File: src/rtl/fetch_pkg.sv
// ---------------------------------------------------------------------------
// fetch_pkg
// Shared types and constants for the instruction fetch unit.
//   fetch_entry_t : one fetch-queue record {pc, instr}
//   INST_BYTES    : byte stride between consecutive instructions
//   DEFAULT_*     : default PC / queue geometry used by the top's parameters
//   word_align()  : clears the byte-offset bits of a PC
// ---------------------------------------------------------------------------
package fetch_pkg;

    localparam int PC_W               = 64;
    localparam int INST_W             = 32;
    localparam int INST_BYTES         = 4;
    localparam int DEFAULT_FQ_DEPTH   = 2;
    localparam logic [PC_W-1:0] DEFAULT_RESET_PC = 64'h0;

    typedef struct packed {
        logic [PC_W-1:0]   pc;
        logic [INST_W-1:0] instr;
    } fetch_entry_t;

    function automatic logic [PC_W-1:0] word_align(input logic [PC_W-1:0] addr);
        return {addr[PC_W-1:2], 2'b00};
    endfunction

endpackage

File: src/rtl/instruction_fetch_unit_if.sv
// ---------------------------------------------------------------------------
// instruction_fetch_unit_if
// Bundles every non-clock/reset signal of the fetch unit.
//   ROM side     : o_imem_addr (word address out), i_imem_instr (combinational data in)
//   Execute side : i_redirect, i_redirect_pc
//   Decode side  : o_valid, i_ready, o_pc, o_instr
//   Fault report : o_fetch_fault, o_fault_pc
// Modports:
//   master : the fetch unit itself
//   slave  : its surroundings (ROM, execute, decode)
// ---------------------------------------------------------------------------
interface instruction_fetch_unit_if #(
    parameter int ADDR_WIDTH = 8,
    parameter int INST_WIDTH = fetch_pkg::INST_W,
    parameter int PC_WIDTH   = fetch_pkg::PC_W
) ();

    logic [ADDR_WIDTH-1:0] o_imem_addr;
    logic [INST_WIDTH-1:0] i_imem_instr;
    logic                  i_redirect;
    logic [PC_WIDTH-1:0]   i_redirect_pc;
    logic                  o_valid;
    logic                  i_ready;
    logic [PC_WIDTH-1:0]   o_pc;
    logic [INST_WIDTH-1:0] o_instr;
    logic                  o_fetch_fault;
    logic [PC_WIDTH-1:0]   o_fault_pc;

    modport master (
        output o_imem_addr,
        input  i_imem_instr,
        input  i_redirect,
        input  i_redirect_pc,
        output o_valid,
        input  i_ready,
        output o_pc,
        output o_instr,
        output o_fetch_fault,
        output o_fault_pc
    );

    modport slave (
        input  o_imem_addr,
        output i_imem_instr,
        output i_redirect,
        output i_redirect_pc,
        input  o_valid,
        output i_ready,
        input  o_pc,
        input  o_instr,
        input  o_fetch_fault,
        input  o_fault_pc
    );

endinterface

File: src/rtl/fetch_queue.sv
// ---------------------------------------------------------------------------
// fetch_queue
// Small synchronous FIFO of fetch_entry_t with show-ahead head output.
//   clk, srst  : clock, synchronous active-high reset
//   push       : write push_entry at the tail
//   pop        : retire the head entry
//   flush      : empty the queue; wins over push
//   push_entry : entry to write
//   head       : current head entry (meaningful only when count != 0)
//   count      : number of entries held (0..DEPTH)
// DEPTH must be a power of two and >= 2 so the pointers wrap for free.
// ---------------------------------------------------------------------------
module fetch_queue
    import fetch_pkg::*;
#(
    parameter int DEPTH = DEFAULT_FQ_DEPTH,
    localparam int AW   = $clog2(DEPTH),
    localparam int CW   = AW + 1
) (
    input  logic         clk,
    input  logic         srst,
    input  logic         push,
    input  logic         pop,
    input  logic         flush,
    input  fetch_entry_t push_entry,
    output fetch_entry_t head,
    output logic [CW-1:0] count
);

    localparam logic [CW-1:0] DEPTH_C = CW'(DEPTH);

    fetch_entry_t  mem_reg [DEPTH];
    logic [AW-1:0] wr_ptr_reg, rd_ptr_reg;
    logic [CW-1:0] count_reg;
    logic          push_ok, pop_ok;

    // Guard against underflow/overflow even if the caller misbehaves;
    // a push into a full queue is accepted only alongside a pop.
    assign pop_ok  = pop && (count_reg != '0);
    assign push_ok = push && !flush && ((count_reg < DEPTH_C) || pop_ok);

    // Storage is not reset: pointers and count define validity.
    generate
        for (genvar gi = 0; gi < DEPTH; gi++) begin : g_entry
            always_ff @(posedge clk) begin
                if (push_ok && (wr_ptr_reg == AW'(gi))) begin
                    mem_reg[gi] <= push_entry;
                end
            end
        end
    endgenerate

    always_ff @(posedge clk) begin
        if (srst || flush) begin
            wr_ptr_reg <= '0;
            rd_ptr_reg <= '0;
            count_reg  <= '0;
        end else begin
            if (push_ok) begin
                wr_ptr_reg <= wr_ptr_reg + 1'b1;
            end
            if (pop_ok) begin
                rd_ptr_reg <= rd_ptr_reg + 1'b1;
            end
            case ({push_ok, pop_ok})
                2'b10:   count_reg <= count_reg + 1'b1;
                2'b01:   count_reg <= count_reg - 1'b1;
                default: count_reg <= count_reg;
            endcase
        end
    end

    assign head  = mem_reg[rd_ptr_reg];
    assign count = count_reg;

endmodule

File: src/rtl/instruction_fetch_unit.sv
// ---------------------------------------------------------------------------
// instruction_fetch_unit
// PC generator plus fetch queue sitting directly in front of the instruction ROM.
// Each cycle the current PC addresses the ROM; the combinational ROM word is
// captured with its PC into fetch_queue and presented to decode over
// valid/ready. Execute can redirect the PC at any time; a redirect flushes
// the queue and takes priority over fetching.
//   i_clk, i_rst : clock, synchronous active-high reset
//   bus (master) : ROM address/data, redirect, decode handshake, fault report
// Optional feature (macro FETCH_MISALIGN_CHECK_EN):
//   defined   - a redirect to a non-word-aligned target raises o_fetch_fault,
//               records o_fault_pc and halts fetch until reset or an aligned
//               redirect.
//   undefined - redirect targets are word-aligned by dropping pc[1:0];
//               o_fetch_fault / o_fault_pc stay 0.
// ---------------------------------------------------------------------------
module instruction_fetch_unit
    import fetch_pkg::*;
#(
    parameter int ADDR_WIDTH = 8,
    parameter int INST_WIDTH = INST_W,
    parameter int PC_WIDTH   = PC_W,
    parameter int FQ_DEPTH   = DEFAULT_FQ_DEPTH,
    parameter logic [PC_WIDTH-1:0] RESET_PC = DEFAULT_RESET_PC
) (
    input  logic                      i_clk,
    input  logic                      i_rst,
    instruction_fetch_unit_if.master  bus
);

    localparam int CW = $clog2(FQ_DEPTH) + 1;
    localparam logic [CW-1:0] DEPTH_C = CW'(FQ_DEPTH);

    logic [PC_WIDTH-1:0] pc_reg, pc_next;
    logic                fault_reg, fault_next;
    logic [PC_WIDTH-1:0] fault_pc_reg, fault_pc_next;

    logic [CW-1:0] count;
    fetch_entry_t  head, push_entry;
    logic          valid, pop, fetch;

    assign valid = (count != '0);
    assign pop   = valid && bus.i_ready;
    // A full queue can still accept this cycle's fetch if decode frees a slot.
    assign fetch = !bus.i_redirect && !fault_reg && ((count < DEPTH_C) || pop);

    assign push_entry.pc    = pc_reg;
    assign push_entry.instr = bus.i_imem_instr;

    fetch_queue #(
        .DEPTH (FQ_DEPTH)
    ) u_queue (
        .clk        (i_clk),
        .srst       (i_rst),
        .push       (fetch),
        .pop        (pop),
        .flush      (bus.i_redirect),
        .push_entry (push_entry),
        .head       (head),
        .count      (count)
    );

    always_comb begin
        pc_next       = pc_reg;
        fault_next    = fault_reg;
        fault_pc_next = fault_pc_reg;
        if (bus.i_redirect) begin
`ifdef FETCH_MISALIGN_CHECK_EN
            pc_next = bus.i_redirect_pc;
            if (bus.i_redirect_pc[1:0] != 2'b00) begin
                fault_next    = 1'b1;
                fault_pc_next = bus.i_redirect_pc;
            end else begin
                fault_next    = 1'b0;
                fault_pc_next = '0;
            end
`else
            pc_next = word_align(bus.i_redirect_pc);
`endif
        end else if (fetch) begin
            // Natural modulo-2^PC_WIDTH wrap.
            pc_next = pc_reg + PC_WIDTH'(INST_BYTES);
        end
    end

    always_ff @(posedge i_clk) begin
        if (i_rst) begin
            pc_reg       <= RESET_PC;
            fault_reg    <= 1'b0;
            fault_pc_reg <= '0;
        end else begin
            pc_reg       <= pc_next;
            fault_reg    <= fault_next;
            fault_pc_reg <= fault_pc_next;
        end
    end

    // Word address simply truncates, so it wraps modulo 2^ADDR_WIDTH.
    assign bus.o_imem_addr   = pc_reg[ADDR_WIDTH+1:2];
    assign bus.o_valid       = valid;
    assign bus.o_pc          = valid ? head.pc    : '0;
    assign bus.o_instr       = valid ? head.instr : '0;
    assign bus.o_fetch_fault = fault_reg;
    assign bus.o_fault_pc    = fault_pc_reg;

endmodule
File: src/flat_wrapper.sv
// flat-port wrapper written by rule: the top's interface ports become plain ports
module instruction_fetch_unit_flat import fetch_pkg::*;
#(
    parameter int ADDR_WIDTH = 8,
    parameter int INST_WIDTH = INST_W,
    parameter int PC_WIDTH   = PC_W,
    parameter int FQ_DEPTH   = DEFAULT_FQ_DEPTH,
    parameter logic [PC_WIDTH-1:0] RESET_PC = DEFAULT_RESET_PC
)
  (i_clk, i_rst, bus_o_imem_addr, bus_i_imem_instr, bus_i_redirect, bus_i_redirect_pc, bus_o_valid, bus_i_ready, bus_o_pc, bus_o_instr, bus_o_fetch_fault, bus_o_fault_pc);
  instruction_fetch_unit_if #(.ADDR_WIDTH(ADDR_WIDTH), .INST_WIDTH(INST_WIDTH), .PC_WIDTH(PC_WIDTH)) bus_i ();
  input  logic i_clk;
  input  logic i_rst;
  output wire logic [$bits(bus_i.o_imem_addr)-1:0] bus_o_imem_addr;
  input wire logic [$bits(bus_i.i_imem_instr)-1:0] bus_i_imem_instr;
  input wire logic [$bits(bus_i.i_redirect)-1:0] bus_i_redirect;
  input wire logic [$bits(bus_i.i_redirect_pc)-1:0] bus_i_redirect_pc;
  output wire logic [$bits(bus_i.o_valid)-1:0] bus_o_valid;
  input wire logic [$bits(bus_i.i_ready)-1:0] bus_i_ready;
  output wire logic [$bits(bus_i.o_pc)-1:0] bus_o_pc;
  output wire logic [$bits(bus_i.o_instr)-1:0] bus_o_instr;
  output wire logic [$bits(bus_i.o_fetch_fault)-1:0] bus_o_fetch_fault;
  output wire logic [$bits(bus_i.o_fault_pc)-1:0] bus_o_fault_pc;
  assign bus_o_imem_addr = bus_i.o_imem_addr;
  assign bus_i.i_imem_instr = bus_i_imem_instr;
  assign bus_i.i_redirect = bus_i_redirect;
  assign bus_i.i_redirect_pc = bus_i_redirect_pc;
  assign bus_o_valid = bus_i.o_valid;
  assign bus_i.i_ready = bus_i_ready;
  assign bus_o_pc = bus_i.o_pc;
  assign bus_o_instr = bus_i.o_instr;
  assign bus_o_fetch_fault = bus_i.o_fetch_fault;
  assign bus_o_fault_pc = bus_i.o_fault_pc;
  instruction_fetch_unit #(.ADDR_WIDTH(ADDR_WIDTH), .INST_WIDTH(INST_WIDTH), .PC_WIDTH(PC_WIDTH), .FQ_DEPTH(FQ_DEPTH), .RESET_PC(RESET_PC)) u_core (.i_clk(i_clk), .i_rst(i_rst), .bus(bus_i));
endmodule
File: config.mk
export PLATFORM = sky130hd
export DESIGN_NAME = instruction_fetch_unit_flat
export DESIGN_NICKNAME = d
export VERILOG_FILES = /design/src/rtl/fetch_pkg.sv /design/src/rtl/instruction_fetch_unit_if.sv /design/src/rtl/fetch_queue.sv /design/src/rtl/instruction_fetch_unit.sv /design/src/flat_wrapper.sv
export SDC_FILE = /design/constraint.sdc
export NUM_CORES = 1
export LEC_CHECK = 0
export CAP_MARGIN = 20
export CORE_ASPECT_RATIO = 1.1
export CORE_UTILIZATION = 56
export CTS_BUF_LIST = sky130_fd_sc_hd__clkbuf_2
export DETAILED_ROUTE_END_ITERATION = 8
export PLACE_DENSITY = 0.95
export SLEW_MARGIN = 30
export SYNTH_ARGS = -nofsm -noshare
export SYNTH_HDL_FRONTEND = slang
export SYNTH_SLANG_ARGS = --single-unit
File: constraint.sdc
create_clock -name i_clk -period 13.5 [get_ports i_clk]
set_input_delay 2.025 -clock i_clk [delete_from_list [all_inputs] [get_ports i_clk]]
set_output_delay 2.025 -clock i_clk [all_outputs]
set_load 0.02 [all_outputs]
# --- After elaboration in Yosys (flattened, before gate mapping) ---
# Memory sizes are Yosys's and may differ from the RTL's. A register that Yosys moved wholly into a read port is not among the register bits.
# Cells that the tools add are included.
classes:
  eq_ne: 2
  reduce_logical: 16
  muxes: 14
  bitwise: 1
  magnitude_cmp: 1
  n_addsub: 5
ops:
  columns: ["op", "n"]
  rows:
  - ["2-to-1 mux 64 bit", 3]
  - ["2-to-1 mux 96 bit", 1]
  - ["OR reduction 96 bit", 1]
  - ["adder 64 x 3 -> 64 bit, second input constant", 1]
  - ["2-to-1 mux 32 bit", 1]
  - ["2-to-1 mux 1 bit", 8]
  - ["logical AND 1 bit", 7]
  - ["nonzero test 2 bit", 3]
  - ["case mux 2 bit (2 select lines)", 1]
  - ["logical OR 1 bit", 3]
  - ["adder 1 bit, second input constant", 2]
  - ["adder 2 x 1 -> 2 bit, second input constant", 1]
  - ["== test 2 x 1 -> 1 bit, second input constant", 1]
  - ["== test 2 bit, second input constant", 1]
  - ["less-than comparator 2 bit, second input constant", 1]
  - ["OR reduction 2 bit", 1]
  - ["subtractor 2 x 1 -> 2 bit, second input constant", 1]
  - ["zero test 1 bit", 1]
  - ["NOT 1 bit", 1]
totals:
  word_cells: 45
  input_bits: 100
  out_inout_bits: 170
  register_bits: 68
  mem_count: 1
  mem_bits_rw: 192
mem_list:
  columns: ["memory", "depth", "word_bits", "rd", "rd_clocked_by_memory_dff", "write_ports", "line_no", "rtl"]
  rows:
  - ["u_core.u_queue.mem_reg", 2, 96, 1, 1, 1, "fetch_queue.sv:32", "fetch_entry_t mem_reg [DEPTH];"]

# --- Longest topological paths before layout ---
# Gate-level depths: netlist (run 1).
logic_depth:
  depth_word: 11
  mapped_depth: 10
  mapped_depth_nobuf: 8

# --- Cells and area by module ---
# From an unflattened synthesis (run 1), not the netlist that was laid out.
unflattened:
  hier_cells: 940
  hier_area_um2: 11984.0
by_module_without_submodules:
  columns: ["mod", "seq_area_each_um2", "cells_each", "area_each_um2", "instances"]
  rows:
  - ["fetch_queue", 5865.6, 324, 7305.8, 1]
  - ["instruction_fetch_unit", 1241.2, 616, 4678.2, 1]

# --- Worst setup path after synthesis (run 1) ---
# OpenSTA, ideal clock, no wires.
synth_path:
  kind: "input-to-reg"
  startpoint: "input bus_i_redirect"
  endpoint: "memory u_core.u_queue.mem_reg[0][0] (netlist bit), enable pin"
  stages: 6
  path_slack_ns: 6.079
  setup_ns: 0.547
  arrival_time_ns: 6.874
  n_path_buf: 3
  t_required_ns: 12.953
  path_cell_list: "clkbuf_1 > inv_1 > clkbuf_1 > buf_1 > nand2_1 > nor2_1"
synth_via:
  elab_chain_len: 9
  elab_cells_between_ends: 13
  cone_classes: "6 x mux; 7 x reduce/logical"
synth_lines:
  columns: ["element", "line_no", "rtl"]
  rows:
  - ["start: declaration", "flat_wrapper.sv:16", "input wire logic [$bits(bus_i.i_redirect)-1:0] bus_i_redirect;"]
  - ["zero test 1 bit (*)", "fetch_queue.sv:40, instruction_fetch_unit.sv:45", null]
  - ["logical AND 1 bit", "instruction_fetch_unit.sv:45", "assign fetch = !bus.i_redirect && !fault_reg && ((count < DEPTH_C) || pop);"]
  - ["logical AND 1 bit (*) (2 in series)", "fetch_queue.sv:40", "assign push_ok = push && !flush && ((count_reg < DEPTH_C) || pop_ok);"]
  - ["logical AND 1 bit", "fetch_queue.sv:46", "if (push_ok && (wr_ptr_reg == AW'(gi))) begin"]
  - ["2-to-1 mux 1 bit", "fetch_queue.sv:46", null]
  - ["2-to-1 mux 1 bit (not written as such)", "fetch_queue.sv:47", "mem_reg[gi] <= push_entry;"]
  - ["OR reduction 96 bit (no source line)", null, null]
  - ["2-to-1 mux 1 bit (no source line)", null, null]
  - ["end: declaration", "fetch_queue.sv:32", null]
# Every way passes the cells marked *; elsewhere a longest branch is shown, timed or not.

==> results of run 1 <==
[power groups by stage]
stage	clock network [µW]	registers [µW]	logic [µW]
after detailed placement	0	939	197
final	491	922	200
after CTS	506	921	199
after floorplan	0	929	131
after global routing	543	926	214
after global placement	0	935	192
[per-layer routing]
layer,GRT usage [%],vias up,part of all wire (%)
met1,31.0,3983,38
met3,5.98,102,8.3
met5,0,-,0
met4,13.9,0,4.3
li1,-,3905,-
met2,44.9,509,50
[worst max-delay path: stages (launching register included)]
cell and delay (ns):
dfxtp_4 0.96, buf_4 0.79, mux2i_1 0.16, nor2_1 0.22, clkdlybuf4s50_1 0.65
[worst max path at each step]
stage              startpoint  depth (start not counted)                                 endpoint  slack, ns
2_1_floorplan  bus_i_redirect                          6   u_core.u_queue.mem_reg[0][0]$_DFFE_PP_       6.08
3_3_place_gp   bus_i_redirect                          6  u_core.u_queue.mem_reg[1][59]$_DFFE_PP_       8.09
5_1_grt                  flop                          4                             bus_o_pc[36]       7.60
6_report                 flop                          4                           bus_o_instr[3]       7.85
3_5_place_dp   bus_i_redirect                          6  u_core.u_queue.mem_reg[1][14]$_DFFE_PP_       8.01
4_1_cts                  flop                          4                           bus_o_instr[3]       7.70
[cell families (layout without fill, tap and decap cells)]
| logic type | count (synthesis) | after routing | share of synthesized area [%] |
|---|---|---|---|
| compound gates | 77 | 77 | 5.14 |
| xor+xnor | 45 | 45 | 3.40 |
| fa+ha+maj | 2 | 2 | 0.216 |
| buf+inv | 141 | 335 | 7.01 |
| flops | 255 | 255 | 60.3 |
| mux | 102 | 102 | 8.86 |
| other cells | 1 | 69 | 0.0324 |
| simple gates | 354 | 354 | 15.0 |
[through the flow]
step                      cell area (µm²)  worst slack [ns]  power [µW]
final                               14100              7.85        1610
after global routing                14100              7.60        1680
after CTS                           14000              7.70        1630
after detailed placement            13500              8.01        1140
after global placement              13500              8.09        1130
after floorplan                     11800              6.08        1060
[cell usage in the layout (no fill, tap or decap), types with 5 or more instances in the layout]
master | synthesis | final
nand2_1 | 38 | 38
or3_1 | 8 | 8
inv_1 | 12 | 11
nand4_1 | 28 | 28
clkinv_1 | 0 | 5
and4_1 | 11 | 11
or4_1 | 14 | 14
edfxtp_1 | 188 | 188
conb_1 | 1 | 67
xor2_1 | 23 | 23
nor2_1 | 159 | 156
nor3_1 | 22 | 22
buf_4 | 75 | 10
a211oi_1 | 32 | 32
o31ai_1 | 6 | 6
xnor2_1 | 22 | 22
and2_1 | 8 | 8
clkdlybuf4s50_1 | 0 | 199
a21oi_1 | 8 | 8
mux2i_1 | 101 | 101
dfxtp_1 | 67 | 66
a311oi_1 | 12 | 12
nand3_1 | 29 | 29
nor4_1 | 15 | 14
clkbuf_2 | 0 | 103
[final cells by class]
cell class                 instances  area, µm²  share of cell area, %
clock buffer                     103        515                   3.66
tap                              252        315                   2.24
antenna                            2       5.00                 0.0355
timing repair buffer             212       2110                   15.0
sequential                       255       6990                   49.6
inverter                          12       45.0                  0.320
multi-input combinational        647       4060                   28.8
clock inverter                     8       40.0                  0.284
==> impl_metrics.py, run 1 <==
metrics = {
    "critical_path": {
        "worstPathArrival_ns": 3.63,
        "cp_max_fo": 49,
        "r2r_end": "u_core.pc_reg[53]$_SDFFE_PP0P_",
        "rr_startpoint": "u_core.pc_reg[2]$_SDFFE_PP0P_",
        "crit_path_start_kind": "flop",
        "ff2ff_setup_slack_ns": 10.50,
        "endpoint_kind": "output port",
        "r2r_cells": 5,
        "worstPathRequired_ns": 11.48,
        "path_class": "flop to output port",
    },
    "finish": {
        "layoutNonFillerInstCount": 1491,
        "drive_above_1_share_pct": 10.9,
        "largest_reg_flops": 188,
        "finalCoreUtilization_pct": 70.2,
        "n_fill_cell": 1391,
        "fin_nets": 1289,
        "syn_to_final_growth_pct": 21.6,
    },
    "synthesis": {
        "synth_top_area_share_pct": 48.7,
        "syn_area_per_cell_um2": 11.9,
        "synthFlopType": "edfxtp_1",
        "syn_area_um2": 11600,
        "yosys_warnings": 0,
        "post-synth-top-area-cell": "edfxtp_1",
        "synth_most_common_cell": "edfxtp_1",
        "synth.area.top_cells": "edfxtp_1 (49%), dfxtp_1 (12%), mux2i_1 (8.7%)",
        "synth-seq-cells": 255,
        "synthCells": 977,
        "seq_area_frac_synth_pct": 60.3,
        "synth_edf_count": 188,
        "async_reset_ff_share_pct": 0,
        "yosys.cell_types.count": 48,
        "synth_commonest_cells": "edfxtp_1 (188), nor2_1 (159), mux2i_1 (101)",
    },
    "cts": {
        "cts_root_buffer": "clkbuf_2",
        "cts_inserted_buffers": 59,
        "cts_sinks": 255,
        "clkTransAtPathRegs_ns": 0.11,
        "clk_path_buf_depth": 3,
        "cts_tree": "done",
        "cts_setup_buffers": 0,
        "cts_max_level": 2,
        "worstSkewPairLatency_ns": 0.86,
        "cts_resized": 0,
        "ctsHoldBuffers": 0,
    },
    "worst_hold_path": {
        "min_to": "u_core.u_queue.mem_reg[0][95]$_DFFE_PP_",
        "hold_start": "u_core.pc_reg[63]$_SDFFE_PP0P_",
        "worst_hold_path.num_cells": 0,
        "worstHoldPathType": "flop to flop",
    },
    "sta": {
        "worst_pin_slew_ns": 0.959,
        "period_share_pct": 41.9,
        "setup_viol": 0,
        "fin_tns_setup_ns": 0,
        "clock.fmax_ghz": 0.177,
        "slew_violations": 0,
        "finalHoldViolCount": 0,
        "period_needed_ns": 5.65,
        "slew_headroom_pct": 35.9,
        "fin_skew_ns": 0.0703,
        "rsz0062_at_grt": "no",
        "hold_slack_ns": 0.497,
    },
    "power": {
        "peakVddDrop_mv": 0.0700,
        "p_comb_share_pct": 12.4,
        "power.switching_uw": 440,
        "p_int_uw": 1170,
        "p_leak_uw": 0.00479,
        "swShare_pct": 27.3,
        "p_clk_share_pct": 30.5,
        "pwr_density_cell_nw_per_um2": 115,
        "seqPwrFrac_pct": 57.2,
    },
    "job": {
        "maxCapViolations": 0,
    },
    "global_route": {
        "grt_pass1_vias": 8265,
        "gr-usage-all-layers_pct": 26.3,
        "gr-total-overflow": 0,
        "grt_max_degree": 101,
        "antenna_found_initial": 2,
        "grt_pass1_wl_mm": 43.5,
    },
    "die": {
        "io_pins": 270,
        "start_util_pct": 57.7,
        "rows": 54,
        "coreArea_um2": 20100,
        "dieArea_um2": 21300,
        "die_y_um": 153,
        "die_w_um": 139,
    },
    "drt": {
        "drtPass1Iterations": 8,
        "wl_per_cell_um": 18.9,
        "vias_per_cell": 5.70,
        "post-route-drc-count": 27,
        "wirelength_mm": 28.1,
        "vias": 8499,
        "antenna_left": 0,
        "drt_iter0_drc": 674,
    },
    "place": {
        "dp_cells": 1377,
        "place.gp.congestion": 0.919,
        "port_buffers": 200,
        "post-dp-hpwl_mm": 18.4,
    },
    "outcome": {
        "outcome": "complete, but fails checks",
        "violations": "DRC",
    },
}
(Power assumes the default switching activity.)
==> run 2, diff against run 1 <==
Settings changed: CORE_UTILIZATION 56 to 47, PLACE_DENSITY 0.95 to 0.89.
Clock period 13.5 ns to 4.9 ns, I/O delays scaled along.
==> run 2 against run 1 <==
Effect of this change: the run now ends clean; sequential share of layout area is 0.28 points lower; utilization decreased by 11 points; clock power grew to 2.7 times the previous value; critical endpoint is now bus_o_instr[9]; non-clock buffer count is 3 higher; worst hold slack got worse by 0.044 ns; register-to-register slack lost 8.5 ns; critical path depth is the same; clock-buffer cell count is 17 lower; via count shrank 1.7%; critical path type unchanged.
==> impl_metrics.py, run 2 (synthesis gave the netlist of run 1 again) <==
metrics = {
    "place": {
        "place_area_um2": 13600,
        "post-place-ws_ns": 1.34,
        "post-dp-hpwl_mm": 18.8,
        "place.gp.congestion": 0.880,
        "port_buffers": 200,
    },
    "die": {
        "rows": 59,
        "io_pins": 270,
        "die_y_um": 167,
        "dieArea_um2": 25300,
        "coreArea_um2": 23900,
        "die_w_um": 152,
        "start_util_pct": 48.4,
    },
    "outcome": {
        "outcome": "finished clean",
    },
    "cts": {
        "cts_sinks": 255,
        "cts_max_level": 2,
        "cts_resized": 0,
        "cts_setup_buffers": 0,
        "cts_root_buffer": "clkbuf_2",
        "clkTransAtPathRegs_ns": 0.10,
        "clk_path_buf_depth": 3,
        "worstSkewPairLatency_ns": 0.84,
        "cts_tree": "done",
        "cts_inserted_buffers": 59,
        "ctsHoldBuffers": 0,
    },
    "sta": {
        "finalHoldViolCount": 0,
        "fin_tns_setup_ns": 0,
        "slew_headroom_pct": 39.4,
        "fin_skew_ns": 0.0528,
        "rsz0062_at_grt": "no",
        "clock.fmax_ghz": 0.262,
        "fin_ws_ns": 1.09,
        "setup_viol": 0,
        "period_needed_ns": 3.81,
        "slew_violations": 0,
        "period_share_pct": 77.8,
        "worst_pin_slew_ns": 0.909,
    },
    "critical_path": {
        "cp_max_fo": 43,
        "endpoint_kind": "output port",
        "slowest_stage": "dfxtp_4",
        "worstPathArrival_ns": 3.08,
        "path_class": "flop to output port",
        "crit_path_start_kind": "flop",
        "worstPathRequired_ns": 4.16,
        "cp_cell_sequence": "buf_4, mux2i_1, nor2_1, clkdlybuf4s50_1",
        "slowest_delay_ns": 0.90,
    },
    "global_route": {
        "grt_max_degree": 94,
        "gr-usage-all-layers_pct": 21.3,
        "grt_pass1_vias": 8046,
        "grt_pass1_wl_mm": 41.7,
        "antenna_found_initial": 0,
        "gr-total-overflow": 0,
    },
    "finish": {
        "drive_above_1_share_pct": 10.2,
        "final_common_cell": "clkdlybuf4s50_1",
        "final_cell_mix": "clkdlybuf4s50_1 (199), edfxtp_1 (188), nor2_1 (157)",
        "fin_nets": 1292,
        "antennaDiodeCount": 0,
        "largest_reg_flops": 188,
        "n_fill_cell": 1957,
        "final_area_um2": 14200,
        "syn_to_final_growth_pct": 22.3,
    },
    "drt": {
        "drtPass1Iterations": 5,
        "antenna_left": 0,
        "wirelength_mm": 27.4,
        "drt_iter0_drc": 668,
        "vias": 8352,
        "post-route-drc-count": 0,
        "wl_per_cell_um": 17.8,
        "vias_per_cell": 5.41,
    },
    "job": {
        "maxCapViolations": 0,
    },
    "power": {
        "seqPwrFrac_pct": 57.7,
        "pwr_density_cell_nw_per_um2": 310,
        "peakVddDrop_mv": 0.150,
        "power.switching_uw": 1230,
        "p_leak_uw": 0.00478,
        "p_clk_share_pct": 29.8,
        "p_int_uw": 3170,
        "swShare_pct": 27.9,
        "p_comb_share_pct": 12.5,
    },
    "worst_hold_path": {
        "worstHoldPathType": "input pin to flop",
    },
}
## run 2: worst max-delay path, delay by kind of cell, from the launching register on
| family | cells | cell delay, ns |
|---|---|---|
| and+or+nand+nor | 1 | 0.07 |
| buffers and inverters | 2 | 0.98 |
| DFF | 1 | 0.90 |
| muxes | 1 | 0.28 |
## run 2: final cells by class
class                           instances  area, µm²  area share, %
Sequential cell                       255       6990           49.4
Multi-Input combinational cell        647       4060           28.7
Timing Repair Buffer                  215       2150           15.2
Clock buffer                           86        430           3.04
Tap cell                              305        382           2.69
Clock inverter                         25        101          0.716
Inverter                               12       45.0          0.318
## run 2: path summary, 6_finish.rpt
path / start / endpoint / slack [ns] / cells past startpoint
worst max-delay path: flop / bus_o_instr[9] / 1.09 / 4
worst min-delay path: bus_i_redirect_pc[12] / u_core.pc_reg[12]$_SDFFE_PP0P_ / 0.45 / 3
worst max register to register: u_core.pc_reg[4]$_SDFFE_PP0P_ / u_core.pc_reg[53]$_SDFFE_PP0P_ / 1.97 / 5
worst min register to register: u_core.pc_reg[63]$_SDFFE_PP0P_ / u_core.u_queue.mem_reg[1][95]$_DFFE_PP_ / 0.51 / 0
## run 2: through the flow
stage | hold WS (ns) | utilization (%) | cells | total power, µW
floorplan | 0.433 | - | 1043 | 2920
global placement | 0.464 | 56.9 | 1433 | 3110
detailed placement | 0.477 | 56.9 | 1433 | 3130
CTS | 0.375 | 59.1 | 1544 | 4440
global route | 0.376 | 59.2 | 1545 | 4610
finish | 0.454 | 59.2 | 1545 | 4400
## run 2: power groups by stage
stage	Combinational, µW	Clock (µW)	Sequential, µW
after floorplan	360	0	2560
after global placement	537	0	2580
after detailed placement	548	0	2580
after CTS	551	1350	2540
after global routing	597	1460	2550
final	550	1310	2540
## run 2: per-layer routing
metal	up-vias	part of all wire, %	global-route usage, %
met5	-	0	0
met4	0	3.5	9.30
met3	91	8.5	4.27
met2	451	50	36.5
met1	3899	38	25.7
li1	3911	-	-
==> run 3, diff against run 2 <==
Settings changed: CORE_UTILIZATION 47 to 52, PLACE_DENSITY 0.89 to 0.93.
Clock period 4.9 ns to 3.8 ns, I/O delays scaled along.
==> run 3 against run 2 <==
Effect of this change: register-to-register slack worse by 1.1 ns; utilization up 6.4 points; non-clock buffer count up 5; first-iteration DRC count down 18%; design area about the same; clock skew down 0.018 ns; combinational power up 30%.
==> impl_metrics.py, run 3 (synthesis gave the netlist of run 1 again) <==
metrics = {
    "die": {
        "die_w_um": 144,
        "die_y_um": 159,
        "io_pins": 270,
        "dieArea_um2": 22900,
        "rows": 56,
        "coreArea_um2": 21600,
        "start_util_pct": 53.7,
    },
    "job": {
        "maxCapViolations": 0,
    },
    "sta": {
        "slew_headroom_pct": 34.6,
        "rsz0062_at_grt": "no",
        "period_share_pct": 93.0,
        "finalHoldViolCount": 0,
        "fin_tns_setup_ns": 0,
        "period_needed_ns": 3.53,
        "slew_violations": 0,
        "fin_skew_ns": 0.0349,
        "setup_viol": 0,
        "clock.fmax_ghz": 0.283,
        "worst_pin_slew_ns": 0.978,
    },
    "critical_path": {
        "cp_max_fo": 40,
        "endpoint_kind": "output port",
        "worstPathRequired_ns": 3.23,
        "path_class": "flop to output port",
        "worstPathArrival_ns": 2.96,
        "crit_path_start_kind": "flop",
    },
    "finish": {
        "layoutNonFillerInstCount": 1535,
        "drive_above_1_share_pct": 10.2,
        "final_cell_mix": "clkdlybuf4s50_1 (199), edfxtp_1 (188), nor2_1 (157)",
        "largest_reg_flops": 188,
        "final_common_cell": "clkdlybuf4s50_1",
        "finalCoreUtilization_pct": 65.7,
        "syn_to_final_growth_pct": 22.3,
        "fin_nets": 1296,
    },
    "global_route": {
        "gr-usage-all-layers_pct": 24.3,
        "antenna_found_initial": 2,
        "gr-total-overflow": 0,
        "grt_pass1_wl_mm": 42.3,
        "grt_pass1_vias": 8139,
        "grt_max_degree": 74,
    },
    "drt": {
        "wl_met1_mm": 10.4,
        "wirelength_mm": 27.7,
        "wl_per_cell_um": 18.1,
        "vias_per_cell": 5.50,
        "post-route-drc-count": 0,
        "drtPass1Iterations": 6,
        "met3WireLength_mm": 2.59,
        "antenna_left": 0,
        "vias": 8436,
        "wl_met2_mm": 13.6,
        "routed.top_layer": "met4",
        "drt_iter0_drc": 548,
    },
    "power": {
        "p_leak_uw": 0.00479,
        "peakVddDrop_mv": 0.213,
        "power_uw": 5640,
        "pwr_density_cell_nw_per_um2": 398,
    },
    "place": {
        "post-dp-hpwl_mm": 18.7,
        "place.gp.congestion": 0.899,
        "port_buffers": 200,
        "dp_cells": 1424,
    },
    "cts": {
        "cts_root_buffer": "clkbuf_2",
        "worstSkewPairLatency_ns": 0.82,
        "clk_path_buf_depth": 3,
        "cts_max_level": 2,
        "cts_setup_buffers": 0,
        "ctsHoldBuffers": 0,
        "cts_inserted_buffers": 58,
        "clkTransAtPathRegs_ns": 0.10,
        "cts_tree": "done",
        "cts_sinks": 255,
        "cts_resized": 0,
    },
    "outcome": {
        "outcome": "finished clean",
    },
    "worst_hold_path": {
        "worstHoldPathType": "input pin to flop",
    },
}
[run 3: metal layers]
| metal | vias up | GRT usage (%) |
|---|---|---|
| met5 | - | 0 |
| met2 | 452 | 41.8 |
| met4 | 0 | 11.8 |
| met3 | 94 | 6.02 |
| met1 | 3954 | 28.3 |
| li1 | 3936 | - |
[run 3: final timing paths]
kind | start | endpoint | slack (ns) | depth (start not counted)
worst max-delay path | flop | bus_o_instr[12] | 0.27 | 4
worst max register to register | u_core.pc_reg[2]$_SDFFE_PP0P_ | u_core.pc_reg[53]$_SDFFE_PP0P_ | 0.90 | 5
worst min register to register | u_core.pc_reg[63]$_SDFFE_PP0P_ | u_core.u_queue.mem_reg[0][95]$_DFFE_PP_ | 0.51 | 0
worst min-delay path | bus_i_redirect_pc[9] | u_core.pc_reg[9]$_SDFFE_PP0P_ | 0.32 | 3
[run 3: stage by stage]
step                      cell area, µm²  worst slack [ns]  hold WS [ns]
after floorplan                    11800             0.436         0.433
after global placement             13600             0.612         0.474
after detailed placement           13600             0.605         0.474
after CTS                          14200             0.184         0.227
after global routing               14200            0.0483         0.231
final                              14200             0.267         0.320
[run 3: final cells by class]
class	count	area, µm²
clock buffer	89	445
multi-input combinational	647	4060
antenna	2	5.00
tap	290	363
clock inverter	20	77.6
timing repair buffer	220	2180
inverter	12	45.0
fill	1645	7410
sequential	255	6990
[run 3: where the power goes]
part           total, µW  leakage (µW)  switching (µW)  internal [µW]
clock network       1650      0.000406            1030            623
logic                713       0.00203             404            309
registers           3270       0.00236             118           3160
[run 3: worst max-delay path, stage by stage, from the launching register on]
cell	delay, ns
dfxtp_4	0.86
buf_4	0.36
mux2i_1	0.29
nor2_1	0.06
clkdlybuf4s50_1	0.56
